--- config.mk ---
export PLATFORM = sky130hd
export DESIGN_NAME = hps_pixel_fetch
export DESIGN_NICKNAME = d
export VERILOG_FILES = /design/src/rtl/hps_pixel_fetch_pkg.sv /design/src/rtl/hps_pixel_fetch_sync_2ff.sv /design/src/rtl/hps_pixel_fetch.sv
export SDC_FILE = /design/constraint.sdc
export NUM_CORES = 1
export LEC_CHECK = 0
export ABC_AREA = 1
export CAP_MARGIN = 20
export CELL_PAD_IN_SITES_DETAIL_PLACEMENT = 0
export CELL_PAD_IN_SITES_GLOBAL_PLACEMENT = 1
export CORE_MARGIN = 2
export CORE_UTILIZATION = 39
export DETAILED_ROUTE_END_ITERATION = 12
export PLACE_DENSITY_LB_ADDON = 0.1
export SLEW_MARGIN = 20
export SYNTH_ARGS = -nofsm -noshare
export SYNTH_HDL_FRONTEND = slang
export SYNTH_SLANG_ARGS = --single-unit
--- constraint.sdc ---
create_clock -name clk_50MHz -period 1.85 [get_ports clk_50MHz]
set_input_delay 0.2775 -clock clk_50MHz [delete_from_list [all_inputs] [get_ports clk_50MHz]]
set_output_delay 0.2775 -clock clk_50MHz [all_outputs]
set_load 0.01 [all_outputs]
--- src/rtl/hps_pixel_fetch_pkg.sv ---
`timescale 1ns/1ps
`default_nettype none
// ============================================================================
// Module   : hps_pixel_fetch_pkg
// Brief    : Shared types and constants for the HPS pixel fetch path.
// Revision : 1.0 - initial release
// ============================================================================
package hps_pixel_fetch_pkg;

    typedef enum logic [1:0] {
        ST_IDLE = 2'd0,
        ST_REQ  = 2'd1,
        ST_REL  = 2'd2
    } fetch_state_t;

    localparam int PIX_PER_WORD = 4;
    localparam int IMG_W        = 160;
    localparam int IMG_H        = 120;
    localparam int IMG_PIXELS   = IMG_W * IMG_H;
    localparam int HPS_WORD_W   = 32;
    localparam int WORD_ADDR_W  = 15;

    // Little-endian lane select: pixel k lives in bits [8k+7:8k].
    function automatic logic [7:0] pick_byte(input logic [HPS_WORD_W-1:0] word,
                                             input logic [1:0]            lane);
        return word[lane*8 +: 8];
    endfunction

endpackage

`default_nettype wire

--- src/rtl/hps_pixel_fetch_sync_2ff.sv ---
`timescale 1ns/1ps
`default_nettype none
// ============================================================================
// Module   : sync_2ff
// Brief    : Single-bit flip-flop synchroniser with configurable depth.
// Revision : 1.0 - initial release
// ============================================================================
module sync_2ff #(
    parameter int STAGES = 2
) (
    input  logic clk_i,
    input  logic rst_ni,
    input  logic d_i,
    output logic q_o
);

    logic [STAGES-1:0] sync_q;

    generate
        if (STAGES == 1) begin : g_single
            // One-stage capture of the asynchronous input.
            always_ff @(posedge clk_i or negedge rst_ni) begin
                if (!rst_ni) sync_q <= '0;
                else         sync_q <= d_i;
            end
        end else begin : g_chain
            // Shift the asynchronous input through the flop chain.
            always_ff @(posedge clk_i or negedge rst_ni) begin
                if (!rst_ni) sync_q <= '0;
                else         sync_q <= {sync_q[STAGES-2:0], d_i};
            end
        end
    endgenerate

    assign q_o = sync_q[STAGES-1];

endmodule

`default_nettype wire

--- src/rtl/hps_pixel_fetch.sv ---
`timescale 1ns/1ps
`default_nettype none
// ============================================================================
// Module   : hps_pixel_fetch
// Brief    : Pixel fetch with one-word cache; misses go to the HPS over a
//            4-phase req/ack handshake with a timeout.
// Revision : 1.0 - initial release
// ============================================================================
module hps_pixel_fetch
    import hps_pixel_fetch_pkg::*;
#(
    parameter int PIX_ADDR_W     = 15,
    parameter int TIMEOUT_CYCLES = 1024,
    parameter int SYNC_STAGES    = 2
) (
    input  logic                   clk_50MHz,
    input  logic                   vga_reset,
    input  logic                   pix_req_i,
    input  logic [PIX_ADDR_W-1:0]  pix_addr_i,
    input  logic                   flush_i,
    output logic                   pix_valid_o,
    output logic [7:0]             pix_data_o,
    output logic                   busy_o,
    output logic                   hps_req_o,
    output logic [WORD_ADDR_W-1:0] hps_addr_o,
    input  logic                   hps_ack_i,
    input  logic [HPS_WORD_W-1:0]  hps_data_i,
    output logic                   err_timeout_o
);

    localparam int CNT_W = (TIMEOUT_CYCLES > 1) ? $clog2(TIMEOUT_CYCLES) : 1;

    fetch_state_t           state_q;
    logic [HPS_WORD_W-1:0]  word_q;
    logic [WORD_ADDR_W-1:0] tag_q;
    logic                   valid_q;
    logic                   flushed_q;
    logic [1:0]             lane_q;
    logic [WORD_ADDR_W-1:0] hps_addr_q;
    logic                   hps_req_q;
    logic                   pix_valid_q;
    logic [7:0]             pix_data_q;
    logic                   err_q;
    logic [CNT_W-1:0]       cnt_q;

    logic                   w_ack_s;
    logic                   w_accept;
    logic                   w_hit;
    logic [WORD_ADDR_W-1:0] w_req_word;

    sync_2ff #(
        .STAGES (SYNC_STAGES)
    ) u_ack_sync (
        .clk_i  (clk_50MHz),
        .rst_ni (vga_reset),
        .d_i    (hps_ack_i),
        .q_o    (w_ack_s)
    );

    assign w_req_word = WORD_ADDR_W'(pix_addr_i[PIX_ADDR_W-1:2]);
    assign busy_o     = (state_q != ST_IDLE) | pix_valid_q;
    assign w_accept   = pix_req_i & ~busy_o;
    assign w_hit      = valid_q & (tag_q == w_req_word) & ~flush_i;

    // Fetch FSM: cache lookup, HPS handshake, timeout and pixel return.
    always_ff @(posedge clk_50MHz or negedge vga_reset) begin
        if (!vga_reset) begin
            state_q     <= ST_IDLE;
            word_q      <= '0;
            tag_q       <= '0;
            valid_q     <= 1'b0;
            flushed_q   <= 1'b0;
            lane_q      <= '0;
            hps_addr_q  <= '0;
            hps_req_q   <= 1'b0;
            pix_valid_q <= 1'b0;
            pix_data_q  <= '0;
            err_q       <= 1'b0;
            cnt_q       <= '0;
        end else begin
            pix_valid_q <= 1'b0;
            if (flush_i) valid_q <= 1'b0;

            case (state_q)
                ST_IDLE: begin
                    if (w_accept) begin
                        if (w_hit) begin
                            pix_valid_q <= 1'b1;
                            pix_data_q  <= pick_byte(word_q, pix_addr_i[1:0]);
                        end else begin
                            hps_addr_q <= w_req_word;
                            lane_q     <= pix_addr_i[1:0];
                            hps_req_q  <= 1'b1;
                            cnt_q      <= '0;
                            flushed_q  <= 1'b0;
                            state_q    <= ST_REQ;
                        end
                    end
                end

                ST_REQ: begin
                    cnt_q <= cnt_q + 1'b1;
                    if (flush_i) flushed_q <= 1'b1;
                    if (w_ack_s) begin
                        // A flush seen at any point of this fetch keeps the word uncached.
                        word_q      <= hps_data_i;
                        tag_q       <= hps_addr_q;
                        valid_q     <= ~(flushed_q | flush_i);
                        pix_valid_q <= 1'b1;
                        pix_data_q  <= pick_byte(hps_data_i, lane_q);
                        hps_req_q   <= 1'b0;
                        state_q     <= ST_REL;
                    end else if (cnt_q == CNT_W'(TIMEOUT_CYCLES - 1)) begin
                        pix_valid_q <= 1'b1;
                        pix_data_q  <= 8'h00;
                        err_q       <= 1'b1;
                        hps_req_q   <= 1'b0;
                        state_q     <= ST_REL;
                    end
                end

                ST_REL: begin
                    if (flush_i) flushed_q <= 1'b1;
                    if (!w_ack_s) state_q <= ST_IDLE;
                end

                default: begin
                    hps_req_q <= 1'b0;
                    state_q   <= ST_IDLE;
                end
            endcase
        end
    end

    assign pix_valid_o   = pix_valid_q;
    assign pix_data_o    = pix_data_q;
    assign hps_req_o     = hps_req_q;
    assign hps_addr_o    = hps_addr_q;
    assign err_timeout_o = err_q;

endmodule

`default_nettype wire

==> run summary <==
The tools report the non-filler instance count after layout as 784. Based on the critical path, the design can be clocked at up to 572.6 MHz. The share of total power dissipated in sequential elements is 35.8%.

After clock tree synthesis, the clock-pin slew on the worst setup and hold paths is 0.06 ns. The worst endpoint required time was 2.08 ns. Clock tree synthesis inserted a total of 9 buffers. The final-report hold violation count was 0; the synthesized area divided by synthesized cell count was 8.388 µm². The clock passes through at most 2 buffers. The flow ran to the end, and the final reports show no timing, DRC or antenna violations. The first-pass GRT wire length is 18800 µm, and the worst setup timing slack at the placement stage is -0.2695 ns. The initial core utilization came out at 40.42%.

For the worst setup path, the data arrival time is 1.98 ns. From left edge to right edge, the die measures 110.5 µm. During I/O placement, the number of pins put on the boundary was 79.

The largest stage delay on the critical path was 0.38 ns. The deepest level of the CTS H-tree is 3. In the final design database the tool counted 696 nets. Power spread over the standard cell area amounts to 1504 nW/µm².

Across all hold checks on the routed design, the worst slack comes to 0.3531 ns. For the placer congestion estimate, the log shows 0.7986. The count of input and output buffers works out to 76. Counting distinct cell types in the post-synthesis netlist gives 33. In this run the worst path has a maximum fanout of 8. Clock skew on the completed layout was measured at 0.005290 ns. The run gives 0.002916 µW as the static power due to leakage. Fill cells in the final layout number 1068.

The tools report the number of DRC markers in iteration 0 as 182. Setup repair after global routing could not meet its margin everywhere. Using the TritonRoute via totals, the vias-per-cell ratio works out to 4.876. The run gives 5962 µm² as the design area.

For the number of maximum-capacitance violations, the log shows 0. The launch instance of the worst min-delay path was u_ack_sync.sync_q[0]$_DFF_PN0_. The sequential share of the synthesized area was 49.25%; the die outline area was 12200 µm². In this run the critical register-to-register path is launched from cnt_q[0]$_DFFE_PN0P_. In this run switching power makes up 36.64% of total power. The number of register bits inferred by synthesis works out to 87. Once detail routing completed, the nets flagged for antenna violations numbered 0. The run gives 0 as the number of endpoints failing setup at the final stage. After Yosys synthesis, full adders, half adders and majority gates account for 1.415% of the synthesized area. Of the available clock period, the critical path in the final layout requires 94.41%.

By area the synthesized netlist is led by dfrtp_1 49%, nand2_1 13%, mux2_2 7.6%. Clock period minus worst slack: 1.747 ns. The detailed-route wire length is 11280 µm, and the maximum number of pins on one net before global-route repair is 35.

Of the total power, combinational logic draws 43.3%. The cell area after placement is 5578 µm². In the final timing run, aggregate negative setup slack is 0 ns. The max-slew violation total from the final report came out at 0. The simple-gate area share of the yosys netlist was 25.79%.

In the synthesized netlist the dominant register cell turns out to be dfrtp_1. The routed layout has 3823 vias. Startpoint type of the worst setup path: a flop. Once placement completed, the tool counted placed cells totaling 762. The area share of the leading cell type in the synthesized netlist was 49.25%; the core outline area was 10940 µm². The run gives 0 as the global route total overflow. The run gives 5681 µW as the internal power summed over all cells.

The leading cell type by number of instances after synthesis is nand2_1. Clock tree synthesis found a total of 87 sinks. Among all stages on the critical path, the largest delay is contributed by dfrtp_1. The synthesized design spends more area on one cell type than any other, namely dfrtp_1.

The height of the chip works out to 110.5 µm. Sorting the synthesized cells by how often they occur yields 157 x nand2_1, 87 x dfrtp_1, 53 x nand3_1. Counting every instance in the synthesized netlist gives 527. The later pin in the worst-skew pair is clocked with a latency of 0.34 ns.

For the number of global-route vias before repair, the log shows 3832. Type of element capturing the critical path: a flop. Detail-routed net length per standard cell: 14.38 µm. In the routed design, unresolved DRC markers number 0. After synthesis, the largest family of logic cells by area is simple AND/OR/NAND/NOR gates. During synthesis, Yosys emitted a total of 0 warnings. In this run the worst hold path is classified as reg -> reg. The tools report the row count as 38.

The most critical setup path has its startpoint at cnt_q[0]$_DFFE_PN0P_. The number of antenna violations at the first check in global routing is 0. The critical path start-end classification is reg -> reg. The total half-perimeter wirelength after legalization and detailed placement was 8013 µm. The number of enable flip-flop cells after synthesis is 0, and the setup slack of the critical path after layout is 0.1035 ns. In the synthesized netlist, mux cells make up 7.642% of the area. In the global route stage, overall resource usage came out at 19.14%.

TritonCTS built the clock tree. The pre-antenna-repair detailed-routing pass consisted of 4 iterations. After synthesis, the share of flip-flops with an asynchronous set or reset is 100.0%. Clock root buffer master: clkbuf_16.

The highest ir drop seen on vdd is 0.0007818 V. Summing every instance area after synthesis gives 4420 µm². The compound-cell area share of the yosys netlist was 8.208%; the area growth from synthesis to layout was 34.87%. After Yosys synthesis, XOR and XNOR cells account for 1.189% of the synthesized area. Cells with a size suffix above 1 make up 17.86% of the layout. Summed over all nets, the switching power comes to 3285 µW.

0 antenna diodes ended up in the layout. For the part of the total power dissipated in the clock network, the log shows 20.9%. The most common cell type on the critical path was nand2_4.

The critical path goes through ha_2 > nand3_4 > nor2_4 > nand2_4 > nor2_8 > nand2_4 > a21oi_4 > nand2_4 > nand2_1 > nand2_1.
state kept, by name, summed over array words and instances (netlist names):
signal,count
word_q,32
lane_q,2
state_q,2
err_timeout_o,1
hps_addr_o,13
hps_req_o,1
tag_q,13
flushed_q,1
pix_valid_o,1
valid_q,1
pix_data_o,8
cnt_q,10
u_ack_sync.sync_q,2
worst paths after layout:
path / cells after the start / end / slack (ns)
setup / recovery: 10 / pix_data_o[5]$_DFFE_PN0P_ / 0.10
hold / removal: 0 / u_ack_sync.sync_q[1]$_DFF_PN0_ / 0.35
setup reg to reg: 10 / pix_data_o[5]$_DFFE_PN0P_ / 0.10
hold reg to reg: 0 / u_ack_sync.sync_q[1]$_DFF_PN0_ / 0.35
max in group asynchronous: 3 / tag_q[10]$_DFFE_PN0P_ / 0.91
min in group asynchronous: 2 / word_q[18]$_DFFE_PN0P_ / 0.41
layer usage:
metal  vias to the layer above  share of wire (%)  GRT usage [%]
met5                         -                  0              0
met4                         0                1.3          6.583
met3                        11                4.6          4.610
met2                        85                 48          31.08
met1                      1797                 46          25.08
li1                       1930                  -              -
power groups by stage:
stage	combinational (µW)	clock, µW	sequential, µW
after CTS	3850	1930	3210
after global routing	4380	2000	3320
after floorplan	2280	0	3220
final	3890	1870	3210
after detailed placement	3840	0	3240
after global placement	3770	0	3210
timing repair:
action,in CTS,in global routing
pin swaps,0,4
resized for setup,1,7
hold buffers,1,0
endpoints found under the setup margin,1,15
setup buffers,0,4
hold endpoints to repair,27,0
cloned,0,1
cell usage in the layout, fill, tap and decap left out, types with 4 or more instances in the layout:
master	count
a21oi_1	15
a31o_2	4
buf_4	44
clkbuf_16	9
clkdlybuf4s50_1	74
dfrtp_1	87
ha_1	4
inv_1	40
mux2_2	30
nand2_1	156
nand2_4	5
nand3_1	53
nor2_1	35
nor2_2	4
o21ai_0	21
o21ai_1	17
o22ai_1	5
kinds of logic after synthesis:
logic type	count (synthesis)
and+or+nand+nor	265
DFF	87
buffers and inverters	68
AOI/OAI and AO/OA	65
muxes	30
xor gates and xnor gates	6
adders and majority gates	5
other	1
worst max-delay path, delay by kind of cell, from the launching register on:
family / cells / cell delay, ns
simple gates: 8 / 0.79
fa+ha+maj: 1 / 0.23
compound gates: 1 / 0.25
flops: 1 / 0.38
through the flow:
stage	power [µW]	utilization (%)
final	8966	54.52
after global routing	9697	54.52
after CTS	8992	53.91
after detailed placement	7080	51.01
after global placement	6986	51.01
after floorplan	5499	-
area by class of cell:
| cell class | instances | area, µm² | share of cell area (%) |
|---|---|---|---|
| Tap cell | 140 | 175.2 | 2.938 |
| Clock buffer | 11 | 252.7 | 4.239 |
| Clock inverter | 5 | 56.30 | 0.9444 |
| Sequential cell | 87 | 2177 | 36.52 |
| Inverter | 45 | 168.9 | 2.833 |
| Timing Repair Buffer | 122 | 1130 | 18.95 |
| Multi-Input combinational cell | 374 | 2002 | 33.58 |
No activity file was read; power rests on OpenSTA's default activity.
